[src/rtl/s_link_pkg.sv]
// Shared constants and control-FSM state type for the serial link receiver.
package s_link_pkg;

    localparam int unsigned ADDR_W    = 3;
    localparam int unsigned DATA_W    = 18;
    localparam int unsigned PKT_NUM   = 8;
    localparam int unsigned FRAME_LEN = ADDR_W + DATA_W;

    typedef enum logic [1:0] {
        StIdle,
        StShift,
        StCommit,
        StDone
    } state_e;

endpackage

[src/rtl/s_deser.sv]
// Frame deserializer: shifts sd in while sen is low and flags the frame end as
// well-formed (exactly FrameLen bits) or malformed (any other non-zero count).
module s_deser
    import s_link_pkg::*;
#(
    parameter int unsigned FrameLen = s_link_pkg::FRAME_LEN,
    localparam int unsigned BcntW   = $clog2(FrameLen + 2)
) (
    input  logic                clk,
    input  logic                rst,
    input  logic                sen,
    input  logic                sd,
    output logic                frame_ok,
    output logic                frame_bad,
    output logic [FrameLen-1:0] word
);

    localparam logic [BcntW-1:0] BcntFull = BcntW'(FrameLen);
    // Saturation value: one past a full frame, so overlong frames never wrap back to "full".
    localparam logic [BcntW-1:0] BcntSat  = BcntW'(FrameLen + 1);

    logic [FrameLen-1:0] sreg_q, sreg_d;
    logic [BcntW-1:0]    bcnt_q, bcnt_d;

    // Next-state for the shift register and bit counter, plus frame-end classification.
    always_comb begin
        sreg_d = sreg_q;
        bcnt_d = bcnt_q;
        if (!sen) begin
            sreg_d = {sreg_q[FrameLen-2:0], sd};
            if (bcnt_q != BcntSat) begin
                bcnt_d = bcnt_q + 1'b1;
            end
        end else begin
            bcnt_d = '0;
        end
        frame_ok  = sen && (bcnt_q == BcntFull);
        frame_bad = sen && (bcnt_q != '0) && (bcnt_q != BcntFull);
        word      = sreg_q;
    end

    // Shift register and bit counter, synchronous active-low reset.
    always_ff @(posedge clk) begin
        if (!rst) begin
            sreg_q <= '0;
            bcnt_q <= '0;
        end else begin
            sreg_q <= sreg_d;
            bcnt_q <= bcnt_d;
        end
    end

endmodule

[src/rtl/s2_receiver.sv]
// Serial packet receiver: deserializes {addr, data} frames and writes each accepted
// word into RB2 with a one-cycle low RB2_RW strobe; S2_done after PKT_NUM packets.
module s2_receiver
    import s_link_pkg::*;
#(
    parameter int unsigned ADDR_W  = s_link_pkg::ADDR_W,
    parameter int unsigned DATA_W  = s_link_pkg::DATA_W,
    parameter int unsigned PKT_NUM = s_link_pkg::PKT_NUM
) (
    input  logic              clk,
    input  logic              rst,
    input  logic              sen,
    input  logic              sd,
    output logic              RB2_RW,
    output logic [ADDR_W-1:0] RB2_A,
    output logic [DATA_W-1:0] RB2_D,
    input  logic [DATA_W-1:0] RB2_Q,
    output logic              S2_done,
    output logic              frame_err
);

    localparam int unsigned FrameLen = ADDR_W + DATA_W;
    localparam int unsigned PcntW    = ADDR_W + 1;
    localparam logic [PcntW-1:0] PktMax = PcntW'(PKT_NUM);

    state_e              state_q, state_d;
    logic                rw_q, rw_d;
    logic [ADDR_W-1:0]   addr_q, addr_d;
    logic [DATA_W-1:0]   data_q, data_d;
    logic [PcntW-1:0]    pkt_cnt_q, pkt_cnt_d;
    logic                err_q, err_d;

    logic                frame_ok;
    logic                frame_bad;
    logic [FrameLen-1:0] word;
    logic                live;

    // RB2 is write-only from this block; the read port is intentionally unused.
    logic unused_rb2_q;
    assign unused_rb2_q = ^RB2_Q;

    s_deser #(
        .FrameLen (FrameLen)
    ) u_deser (
        .clk       (clk),
        .rst       (rst),
        .sen       (sen),
        .sd        (sd),
        .frame_ok  (frame_ok),
        .frame_bad (frame_bad),
        .word      (word)
    );

    // Next-state: output registers, packet count, error flag and control FSM.
    always_comb begin
        state_d   = state_q;
        rw_d      = 1'b1;
        addr_d    = addr_q;
        data_d    = data_q;
        pkt_cnt_d = pkt_cnt_q;
        err_d     = err_q;

        // Once done, frames are still shifted by the deserializer but have no effect.
        live = (state_q != StDone);

        if (live && frame_ok) begin
            rw_d   = 1'b0;
            addr_d = word[FrameLen-1 -: ADDR_W];
            data_d = word[DATA_W-1:0];
            if (pkt_cnt_q != PktMax) begin
                pkt_cnt_d = pkt_cnt_q + 1'b1;
            end
        end
        if (live && frame_bad) begin
            err_d = 1'b1;
        end

        case (state_q)
            StIdle: begin
                if (!sen) begin
                    state_d = StShift;
                end
            end
            StShift: begin
                if (sen) begin
                    state_d = frame_ok ? StCommit : StIdle;
                end
            end
            StCommit: begin
                // Strobe cycle; a new frame may already be shifting in.
                if (pkt_cnt_q == PktMax) begin
                    state_d = StDone;
                end else if (!sen) begin
                    state_d = StShift;
                end else begin
                    state_d = StIdle;
                end
            end
            StDone:  state_d = StDone;
            default: state_d = StIdle;
        endcase
    end

    // State and output registers, synchronous active-low reset.
    always_ff @(posedge clk) begin
        if (!rst) begin
            state_q   <= StIdle;
            rw_q      <= 1'b1;
            addr_q    <= '0;
            data_q    <= '0;
            pkt_cnt_q <= '0;
            err_q     <= 1'b0;
        end else begin
            state_q   <= state_d;
            rw_q      <= rw_d;
            addr_q    <= addr_d;
            data_q    <= data_d;
            pkt_cnt_q <= pkt_cnt_d;
            err_q     <= err_d;
        end
    end

    assign RB2_RW    = rw_q;
    assign RB2_A     = addr_q;
    assign RB2_D     = data_q;
    assign S2_done   = (state_q == StDone);
    assign frame_err = err_q;

endmodule

[config.mk]
export PLATFORM = sky130hd
export DESIGN_NAME = s2_receiver
export DESIGN_NICKNAME = d
export VERILOG_FILES = /design/src/rtl/s_link_pkg.sv /design/src/rtl/s_deser.sv /design/src/rtl/s2_receiver.sv
export SDC_FILE = /design/constraint.sdc
export NUM_CORES = 1
export LEC_CHECK = 0
export CORE_ASPECT_RATIO = 0.75
export CORE_MARGIN = 2
export CORE_UTILIZATION = 28
export DETAILED_ROUTE_END_ITERATION = 8
export MAX_ROUTING_LAYER = met4
export PLACE_DENSITY_LB_ADDON = 0.3
export SYNTH_ARGS = -nofsm -noshare
export SYNTH_HDL_FRONTEND = slang
export SYNTH_SLANG_ARGS = --single-unit
[constraint.sdc]
create_clock -name clk -period 1.6 [get_ports clk]
set_input_delay 0.32 -clock clk [delete_from_list [all_inputs] [get_ports clk]]
set_output_delay 0.32 -clock clk [all_outputs]
set_load 0.05 [all_outputs]
==> results of run 1 <==
## power groups by stage
stage / Clock (W) / Combinational (W) / Sequential [W]
floorplan: 0 / 0.0000880 / 0.00142
global placement: 0 / 0.000142 / 0.00141
detailed placement: 0 / 0.000143 / 0.00141
CTS: 0.000830 / 0.000143 / 0.00138
global route: 0.000878 / 0.000155 / 0.00138
finish: 0.000799 / 0.000142 / 0.00138
## final timing paths
check | from | end | cells after the start
max | sen | pkt_cnt_q[3] | 4
min | frame_err | frame_err | 1
max reg2reg | u_deser.bcnt_q[1] | pkt_cnt_q[2] | 6
min reg2reg | frame_err | frame_err | 1
## layout by cell type (no fill, tap or decap), types with 2 or more instances in the layout
cell type,Yosys,final
mux2i_1,25,25
nand2_1,5,5
buf_4,1,37
buf_12,0,3
a21oi_1,2,2
nor2_1,3,3
inv_1,5,5
ha_1,6,6
nor3_1,2,2
a21boi_1,1,2
xor2_1,2,2
nand4b_1,2,2
a21boi_0,23,22
clkbuf_8,0,5
dfxtp_1,55,55
nand3_1,26,26
xnor2_1,2,2
o21ai_0,22,22
nor2b_1,22,22
clkdlybuf4s50_1,0,3
nand2b_1,2,2
## synth_stat cells (all sizes together)
cell type	n	share of area
dfxtp	55	0.48
nand3	26	0.057
mux2i	25	0.11
a21boi	24	0.079
nor2b	22	0.060
o21ai	22	0.048
clkbuf	13	0.022
buf	7	0.016
ha	6	0.033
inv	5	0.0082
nand2	5	0.0082
nor2	3	0.0049
a21oi	2	0.0044
nand2b	2	0.0055
nand4b	2	0.0077
nor3	2	0.0044
xnor2	2	0.0077
xor2	2	0.0077
a21bo	1	0.0044
and2	1	0.0027
and3b	1	0.0038
and4b	1	0.0044
nor3b	1	0.0033
nor4	1	0.0027
nor4b	1	0.0038
o21a	1	0.0033
o31ai	1	0.0033
or4	1	0.0033
## metrics by stage
stage / utilization / power, W / worst slack, ns / hold slack (ns)
finish: 0.3532 / 0.002323 / 0.07276 / 0.4791
global route: 0.3532 / 0.002417 / 0.01496 / 0.4957
CTS: 0.3524 / 0.002356 / 0.02952 / 0.4824
detailed placement: 0.3407 / 0.001557 / -0.2307 / 0.4571
global placement: 0.3407 / 0.001556 / -0.2296 / 0.4550
floorplan: - / 0.001508 / 0.1493 / 0.4465
## critical path: cells and delay by family
family | cells | cell delay (ns)
buf+inv | 1 | 0.49
compound gates | 2 | 0.43
simple gates | 1 | 0.52
## flip-flops by register name (all words and copies together) (netlist names)
register and cells:
u_deser.word 21, RB2_D 18, u_deser.bcnt_q 5, pkt_cnt_q 4
RB2_A 3, state_q 2, RB2_RW 1, frame_err 1
## area by class of cell
type | count | area (µm²) | area share
clock buffers | 5 | 68.82 | 0.02461
multi-input cells | 155 | 1085 | 0.3879
well taps | 105 | 131.4 | 0.04698
flip-flops and latches | 55 | 1101 | 0.3937
clock inverters | 3 | 23.77 | 0.008501
repair buffers | 43 | 367.9 | 0.1315
inverters | 5 | 18.77 | 0.006711
## cell families after synthesis
logic type | count (synthesis) | share of synthesized area
AND/OR/NAND/NOR | 69 | 0.1719
buffers and inverters | 25 | 0.04652
multiplexers | 25 | 0.1095
flip-flops | 55 | 0.4817
adder cells (fa/ha/maj) | 6 | 0.03284
AO/OA/AOI/OAI | 51 | 0.1423
XOR/XNOR | 4 | 0.01533
## metal layers
layer | global-route usage | wire length [µm] | up-vias
li1 | - | - | 867
met1 | 0.1434 | 2386 | 787
met5 | - | 0 | -
met4 | 0.03205 | 45 | 0
met2 | 0.1623 | 1939 | 21
met3 | 0.02669 | 154 | 4
## timing repair
item | in CTS | in global routing
resized for setup | 0 | 1
hold buffers | 0 | 0
endpoints found under the setup margin | 0 | 2
==> results.sh, run 1 <==
export IMPL_arrival_ns=1.77
export IMPL_antenna_left=0
export IMPL_gr_total_overflow=0
export IMPL_period_needed_ns=1.527
export IMPL_syn_nets=263
export IMPL_coreArea_um2=7918
export IMPL_pin_count=46
export IMPL_path_cells="clkdlybuf4s50_1, a21bo_1, or4_1, a21boi_1"
export IMPL_slowest_delay_ns=0.52
export IMPL_p_sw_w=0.0005629
export IMPL_dp_cells=363
export IMPL_cp_required_ns=1.84
export IMPL_die_h_um=82.25
export IMPL_stdcell_count=371
export IMPL_dieArea_um2=8911
export IMPL_cts_tree="yes"
export IMPL_rrSetupSlack_ns=0.11
export IMPL_final_area_um2=2796
export IMPL_nets=293
export IMPL_htree_levels=2
export IMPL_first_global_vias=1579
export IMPL_drv_slew=0
export IMPL_clock_latency_ns=0.30
export IMPL_port_buffers=27
export IMPL_post_dp_hpwl_um=3063
export IMPL_crit_path_start_kind="input pin"
export IMPL_drc=0
export IMPL_swShare=0.2423
export IMPL_setup_viol=0
export IMPL_slew_headroom=0.8160
export IMPL_worstSetupPathType="in -> reg"
export IMPL_cts_buffer_depth=2
export IMPL_finalSetupTns_ns=0
export IMPL_fmax_mhz=654.8
export IMPL_outcome="finished clean"
export IMPL_cts_buffers=5
export IMPL_grt_use_total=0.1076
export IMPL_vias_per_cell=4.526
export IMPL_cp_slowest_cell="or4_1"
export IMPL_grt_pass1_wl_um=7362
export IMPL_synthDistinctLibCells=31
export IMPL_wl_um=4525
export IMPL_worst_slew_pin_slew_ns=0.2721
export IMPL_clock_skew_final_ns=0.003251
export IMPL_fin_crit_sh=0.9545
export IMPL_syn2layout_area_growth_pct=22.33
export IMPL_row_count=28
export IMPL_antenna_found_initial=0
export IMPL_comb_power_share=0.061
export IMPL_crit_path_end_kind="register"
export IMPL_path_clk_slew_ns=0.10
export IMPL_syn_area_per_cell_um2=9.727
export IMPL_post_cts_buffers=0
export IMPL_p_seq_frac=0.595
export IMPL_initial_core_util=0.2887
export IMPL_first_pass_iters=4
export IMPL_post_drt_wl_per_cell_um=12.20
export IMPL_placed_area_um2=2698
export IMPL_vias=1679
export IMPL_irDropWorstVdd_mv=0.3439
export IMPL_drive_above_1_share=0.1842
export IMPL_critPathMaxFanout=6
export IMPL_n_antenna_cell=0
export IMPL_rsz0062_at_grt="false"
export IMPL_intPower_w=0.001761
export IMPL_postSynthCellCount=235
export IMPL_place_gp_congestion=0.7252
export IMPL_cts_sinks=55
export IMPL_power_leakage_nw=1.058
export IMPL_cts_root_buffer="clkbuf_8"
export IMPL_fill_cells=834
export IMPL_powerDensity_nw_per_um2=830.9
export IMPL_yosys_warnings=0
export IMPL_hp_class="reg -> reg"
export IMPL_drt_iter0_markers=110
export IMPL_drv_cap=0
export IMPL_grt_max_degree=54
export IMPL_die_w_um=108.3
export IMPL_finalHoldViolations=0
export IMPL_clockPowerShare=0.344
export IMPL_syn_area_um2=2286
export IMPL_ys_seq_area_frac=0.4817
export IMPL_synth_seq_cells=55
Note: power is estimated with default switching activity, not from simulation.
==> run 2, diff against run 1 <==
==> constraint.sdc (replaced) <==
create_clock -name clk -period 1.28 [get_ports clk]
set_input_delay 0.256 -clock clk [delete_from_list [all_inputs] [get_ports clk]]
set_output_delay 0.256 -clock clk [all_outputs]
set_load 0.05 [all_outputs]
==> run 2 against run 1 <==
The flow now finishes with violations (negative setup slack). Flip-flop and latch count is the same. Wire length rose by 17%. Via count up 6.6%. Count of clock-buffer cells in the layout up 1. Register-to-register slack got worse by 0.21 ns. Combinational power rose by 72%. Worst hold slack better by 0.0064 ns. Clock skew grew 0.00050 ns. Sequential share of layout area shrank 6.7 points. Final cell count rose by 4.0%. Critical path type is now reg -> reg. Highest routed layer unchanged.
==> results.sh, run 2 (synthesis results as in run 1) <==
export IMPL_final_area_um2=3398
export IMPL_cts_buffer_depth=2
export IMPL_cts_sinks=55
export IMPL_initial_core_util=0.2887
export IMPL_powerDensity_nw_per_um2=860.4
export IMPL_hp_class="reg -> reg"
export IMPL_worstSetupPathType="reg -> reg"
export IMPL_clock_skew_final_ns=0.003755
export IMPL_vias=1790
export IMPL_antenna_left=0
export IMPL_power_leakage_nw=1.246
export IMPL_irDropWorstVdd_mv=0.3902
export IMPL_first_pass_iters=4
export IMPL_crit_path_start_kind="register"
export IMPL_outcome="complete, but fails checks"
export IMPL_coreArea_um2=7918
export IMPL_post_dp_hpwl_um=3224
export IMPL_n_antenna_cell=0
export IMPL_drt_iter0_markers=50
export IMPL_rrSetupSlack_ns=-0.10
export IMPL_grt_max_degree=54
export IMPL_reg2reg_from="u_deser.bcnt_q[1]"
export IMPL_worst_slew_pin_slew_ns=0.3426
export IMPL_whs_path_depth=2
export IMPL_grt_use_total=0.1340
export IMPL_htree_levels=2
export IMPL_grt_pass1_wl_um=8866
export IMPL_holdBufCountCts=0
export IMPL_clock_latency_ns=0.31
export IMPL_r2r_cells=6
export IMPL_post_route_worst_setup_slack_ns=-0.1040
export IMPL_first_global_vias=1734
export IMPL_place_gp_congestion=0.8562
export IMPL_antenna_found_initial=0
export IMPL_crit_path_end_kind="register"
export IMPL_placed_area_um2=3050
export IMPL_drc=0
export IMPL_r2r_end="pkt_cnt_q[3]"
export IMPL_final_common_cell="dfxtp_1"
export IMPL_syn2layout_area_growth_pct=48.66
export IMPL_die_h_um=82.25
export IMPL_vias_per_cell=4.637
export IMPL_fin_crit_sh=1.081
export IMPL_setup_viol=4
export IMPL_min_to="RB2_A[2]"
export IMPL_violations="negative setup slack"
export IMPL_finalHoldViolations=0
export IMPL_layout_common_cells="dfxtp_1, buf_12, mux2i_1, nand3_1, nor2b_1"
export IMPL_port_buffers=27
export IMPL_rsz0062_at_grt="true"
export IMPL_period_needed_ns=1.384
export IMPL_cts_root_buffer="clkbuf_8"
export IMPL_slew_headroom=0.7716
export IMPL_dieArea_um2=8911
export IMPL_die_w_um=108.3
export IMPL_post_drt_wl_per_cell_um=13.72
export IMPL_largest_register_ffs=21
export IMPL_gr_total_overflow=0
export IMPL_pin_count=46
export IMPL_arrival_ns=1.63
export IMPL_dp_slack_ns=-0.4567
export IMPL_nets=308
export IMPL_fmax_mhz=722.6
export IMPL_min_delay_start="u_deser.word[20]"
export IMPL_drv_cap=0
export IMPL_cts_buffers=5
export IMPL_critPathMaxFanout=6
export IMPL_drv_slew=0
export IMPL_drive_above_1_share=0.3167
export IMPL_path_clk_slew_ns=0.10
export IMPL_wl_um=5294
export IMPL_row_count=28
export IMPL_cp_required_ns=1.53
export IMPL_cts_tree="yes"
[run 2: cell types whose count changed in the layout (fill, tap and decap cells not counted), moves of 5 or more]
cell      change
o21ai_1      +15
a21boi_0     -16
buf_4        -19
buf_12       +25
o21ai_0      -21
a21boi_1     +14
dfxtp_1       -5
o21ai_2       +6
buf_6         +7
[run 2: layout make-up]
type	count	area, µm²
fill	788	4519
tap	105	131.4
inverter	5	21.27
clock buffer	6	72.57
clock inverter	2	12.51
multi-input combinational	155	1192
timing repair buffer	58	858.3
sequential	55	1110
[run 2: repair_timing]
action / 4_1_cts / 5_1_grt
setup endpoints to repair: 47 / 32
cloned: 3 / 0
gates resized for setup: 33 / 46
buffers inserted: 3 / 3
pin swaps: 5 / 5
[run 2: worst max-delay path, cell delays in order (launching register included)]
cell,delay [ns]
dfxtp_2,0.34
inv_2,0.07
ha_4,0.12
nand4b_1,0.10
buf_6,0.16
or4_1,0.41
a21boi_1,0.13
[run 2: power by group]
group,total [W],switching [W],internal [W]
Sequential,0.00173,0.00000953,0.00172
Clock,0.000950,0.000566,0.000384
Combinational,0.000244,0.000116,0.000127
[run 2: per-layer routing]
metal	GRT usage	routed length, µm	share of wire
met2	0.2006	2431	0.46
met5	-	0	0
met1	0.1806	2669	0.50
met3	0.03061	163	0.031
met4	0.04231	29	0.0055
[run 2: worst max path at each step]
stage                      startpoint            to  slack (ns)  cells after the start
global placement                  sen  pkt_cnt_q[3]       -0.45                      4
CTS                 u_deser.bcnt_q[1]  pkt_cnt_q[1]       -0.10                      7
finish              u_deser.bcnt_q[1]  pkt_cnt_q[3]       -0.10                      6
floorplan           u_deser.bcnt_q[1]  pkt_cnt_q[3]       -0.07                      5
global route        u_deser.bcnt_q[1]  pkt_cnt_q[1]       -0.19                      7
detailed placement                sen  pkt_cnt_q[3]       -0.46                      4
[run 2: stage by stage]
| step | setup TNS (ns) | std cells | total power [W] | hold slack [ns] | utilization |
|---|---|---|---|---|---|
| after floorplan | -0.1161 | 235 | 0.001890 | 0.4222 | - |
| after global placement | -17.78 | 369 | 0.001954 | 0.4649 | 0.3853 |
| after detailed placement | -18.03 | 369 | 0.001955 | 0.4703 | 0.3853 |
| after CTS | -0.3330 | 383 | 0.002940 | 0.4828 | 0.4191 |
| after global routing | -1.676 | 386 | 0.003055 | 0.5082 | 0.4292 |
| final | -0.3157 | 386 | 0.002924 | 0.4855 | 0.4292 |
==> variant, RTL diff (config.mk and constraints of run 2) <==
The 4 states of `state_e` get a Gray code encoding in 2 bits.
--- a/src/rtl/s_link_pkg.sv
+++ b/src/rtl/s_link_pkg.sv
@@ -8,8 +8,8 @@
 
     typedef enum logic [1:0] {
-        StIdle,
-        StShift,
-        StCommit,
-        StDone
+        StIdle   = 2'b00,
+        StShift  = 2'b01,
+        StCommit = 2'b11,
+        StDone   = 2'b10
     } state_e;
 
Formal check against the unedited RTL: no difference found for any inputs over 10 cycles, from zero or initial values and one cycle with rst low; not proved beyond that.
==> variant against run 2 <==
- the run still ends with negative setup slack left
- routed wire length down 21%
- setup slack worse by 34 ps
- final area down 4.4%
- synthesized area down 3.0%
- sequential cell count unchanged
- total power up 5.8%
- final cell count down 1.0%
- maximum frequency down 2.4%
- combinational power down 25%
- critical endpoint unchanged
- highest routed layer unchanged
==> variant: results (changes against run 2) <==
* Outcome: finished, violations left
* Failing checks: negative setup slack
* Kind of end point of the critical path: register
* Vias in the first global route at 1495 (-14%)
* Number of synthesis warnings at 0 (unchanged)
* ANT nets after route at 0 (unchanged)
* Min-delay src: u_deser.word[20]$_SDFFE_PN0N_
* Final Skew at 6.06 ps (+2.31 ps)
* Actual slew at the worst max-slew pin at 267 ps (-75.7 ps)
* Tot GR Track Use at 0.106 (-0.0280)
* Number of CTS-inserted buffers at 5 (unchanged)
* Wire length of the first global-routing pass at 7040 um (-21%)
* GPL Wtd Cong at 0.751 (-12%)
* Placed cell area at 3020 um2 (-1.1%)
* Comb power at 184 uW (-25%)
* WHS Endpoint: RB2_A[2]$_SDFFE_PN0N_
* Drt wl/cell at 11.0 um (-20%)
* Drt first pass iters at 4 (unchanged)
* Pre-CTS WS at -259 ps (+197 ps)
* Worst hold slack at 462 ps (-23.4 ps)
* IO Port Bufs at 27 (unchanged)
* Fin Setup TNS at -2300 ps (-1980 ps)
* Final #Nets at 304 (-1.3%)
* CTS root buf: clkbuf_8
* Peak VDD IR at 428 uV (+9.7%)
* Hpwl dp at 2810 um (-13%)
* Syn nets at 258 (-1.9%)
* FILL cells at 753 (-4.4%)
* Final WS setup at -138 ps (-34.4 ps)
* Static leakage at 0.00122 uW (-2.4%)
* Register area share after synthesis at 0.496 (+0.0147)
* Internal Pwr Total at 2460 uW (+10%)
* Reg2Reg Depth at 7 (+1)
* Layout cells sized above 1 at 0.282 (-0.0351)
* PD cells at 952 nW/um2 (+11%)
* FF-to-FF End: pkt_cnt_q[3]$_SDFFE_PN0P_
* Starting DRT DRC Count at 44 (-12%)
* Area contributors post-synth: dfxtp_1 50%, mux2i_1 9.5%, nand2_1 8.1%
* Clk Latency, worst-skew pair at 300 ps
* Max stage delay cell, worst path: dfxtp_2
* Most common library cells after synthesis: 55 x dfxtp_1, 48 x nand2_1, 22 x nor2b_1
* Number of distinct library cells after synthesis at 32 (+3.2%)
* Setup violations, final at 27 (+23)
* Vias at 1585 (-11%)
* Critical Path Fanout Max at 5 (-1)
* Max FFs per register at 21 (unchanged)
* Pin count of the biggest net entering global routing at 28 (-48%)
* Critical Path Max Stage Delay at 330 ps (-80 ps)
* Clock Tree Buf Depth at 2 (unchanged)
* Ant. Diodes at 0 (unchanged)
## variant: changes by cell type in the layout (fill, tap and decap cells not counted), moves of 3 or more
cell,change
nand2_1,+41
nand3_1,-20
o21ai_1,-15
a21boi_0,-6
o21ai_2,-6
a21boi_1,+4
buf_6,-4
mux2i_1,-4
o21a_1,+3
## variant: worst min-delay path: stages, from the launching register on
cell and delay [ps]:
dfxtp_1 320, nand2_1 50, a21boi_1 50
## variant: what timing repair did
| item | CTS | global route |
|---|---|---|
| gates cloned | 1 | 0 |
| setup buffers | 1 | 3 |
| gates resized for setup | 12 | 14 |
| pin swaps | 8 | 6 |
| endpoints found under the setup margin | 32 | 34 |
## variant: layer usage
metal  part of all wire  track usage
met3              0.028       0.0281
met1               0.52        0.143
met2               0.44        0.155
met4              0.014       0.0351
met5                  0            -
## variant: cell type report
type	instances	area share
flip-flops and latches	55	0.341
multi-input cells	157	0.340
repair buffers	51	0.234
well taps	105	0.0404
clock buffers	6	0.0254
clock inverters	2	0.0108
inverters	6	0.00847
## variant: logic make-up (layout without fill, tap and decap cells)
kind of cell / after synthesis / in the layout / synth area share
AO/OA/AOI/OAI: 32 / 32 / 0.103
XOR/XNOR: 4 / 4 / 0.0158
adder cells (fa/ha/maj): 6 / 6 / 0.0338
buffers and inverters: 19 / 65 / 0.0429
flip-flops: 55 / 55 / 0.496
multiplexers: 21 / 21 / 0.0948
AND/OR/NAND/NOR: 93 / 94 / 0.214
## variant: per-stage QoR
| step | util | instances |
|---|---|---|
| floorplan | - | 230 |
| global placement | 0.388 | 370 |
| detailed placement | 0.388 | 370 |
| CTS | 0.409 | 380 |
| global route | 0.418 | 382 |
| finish | 0.418 | 382 |
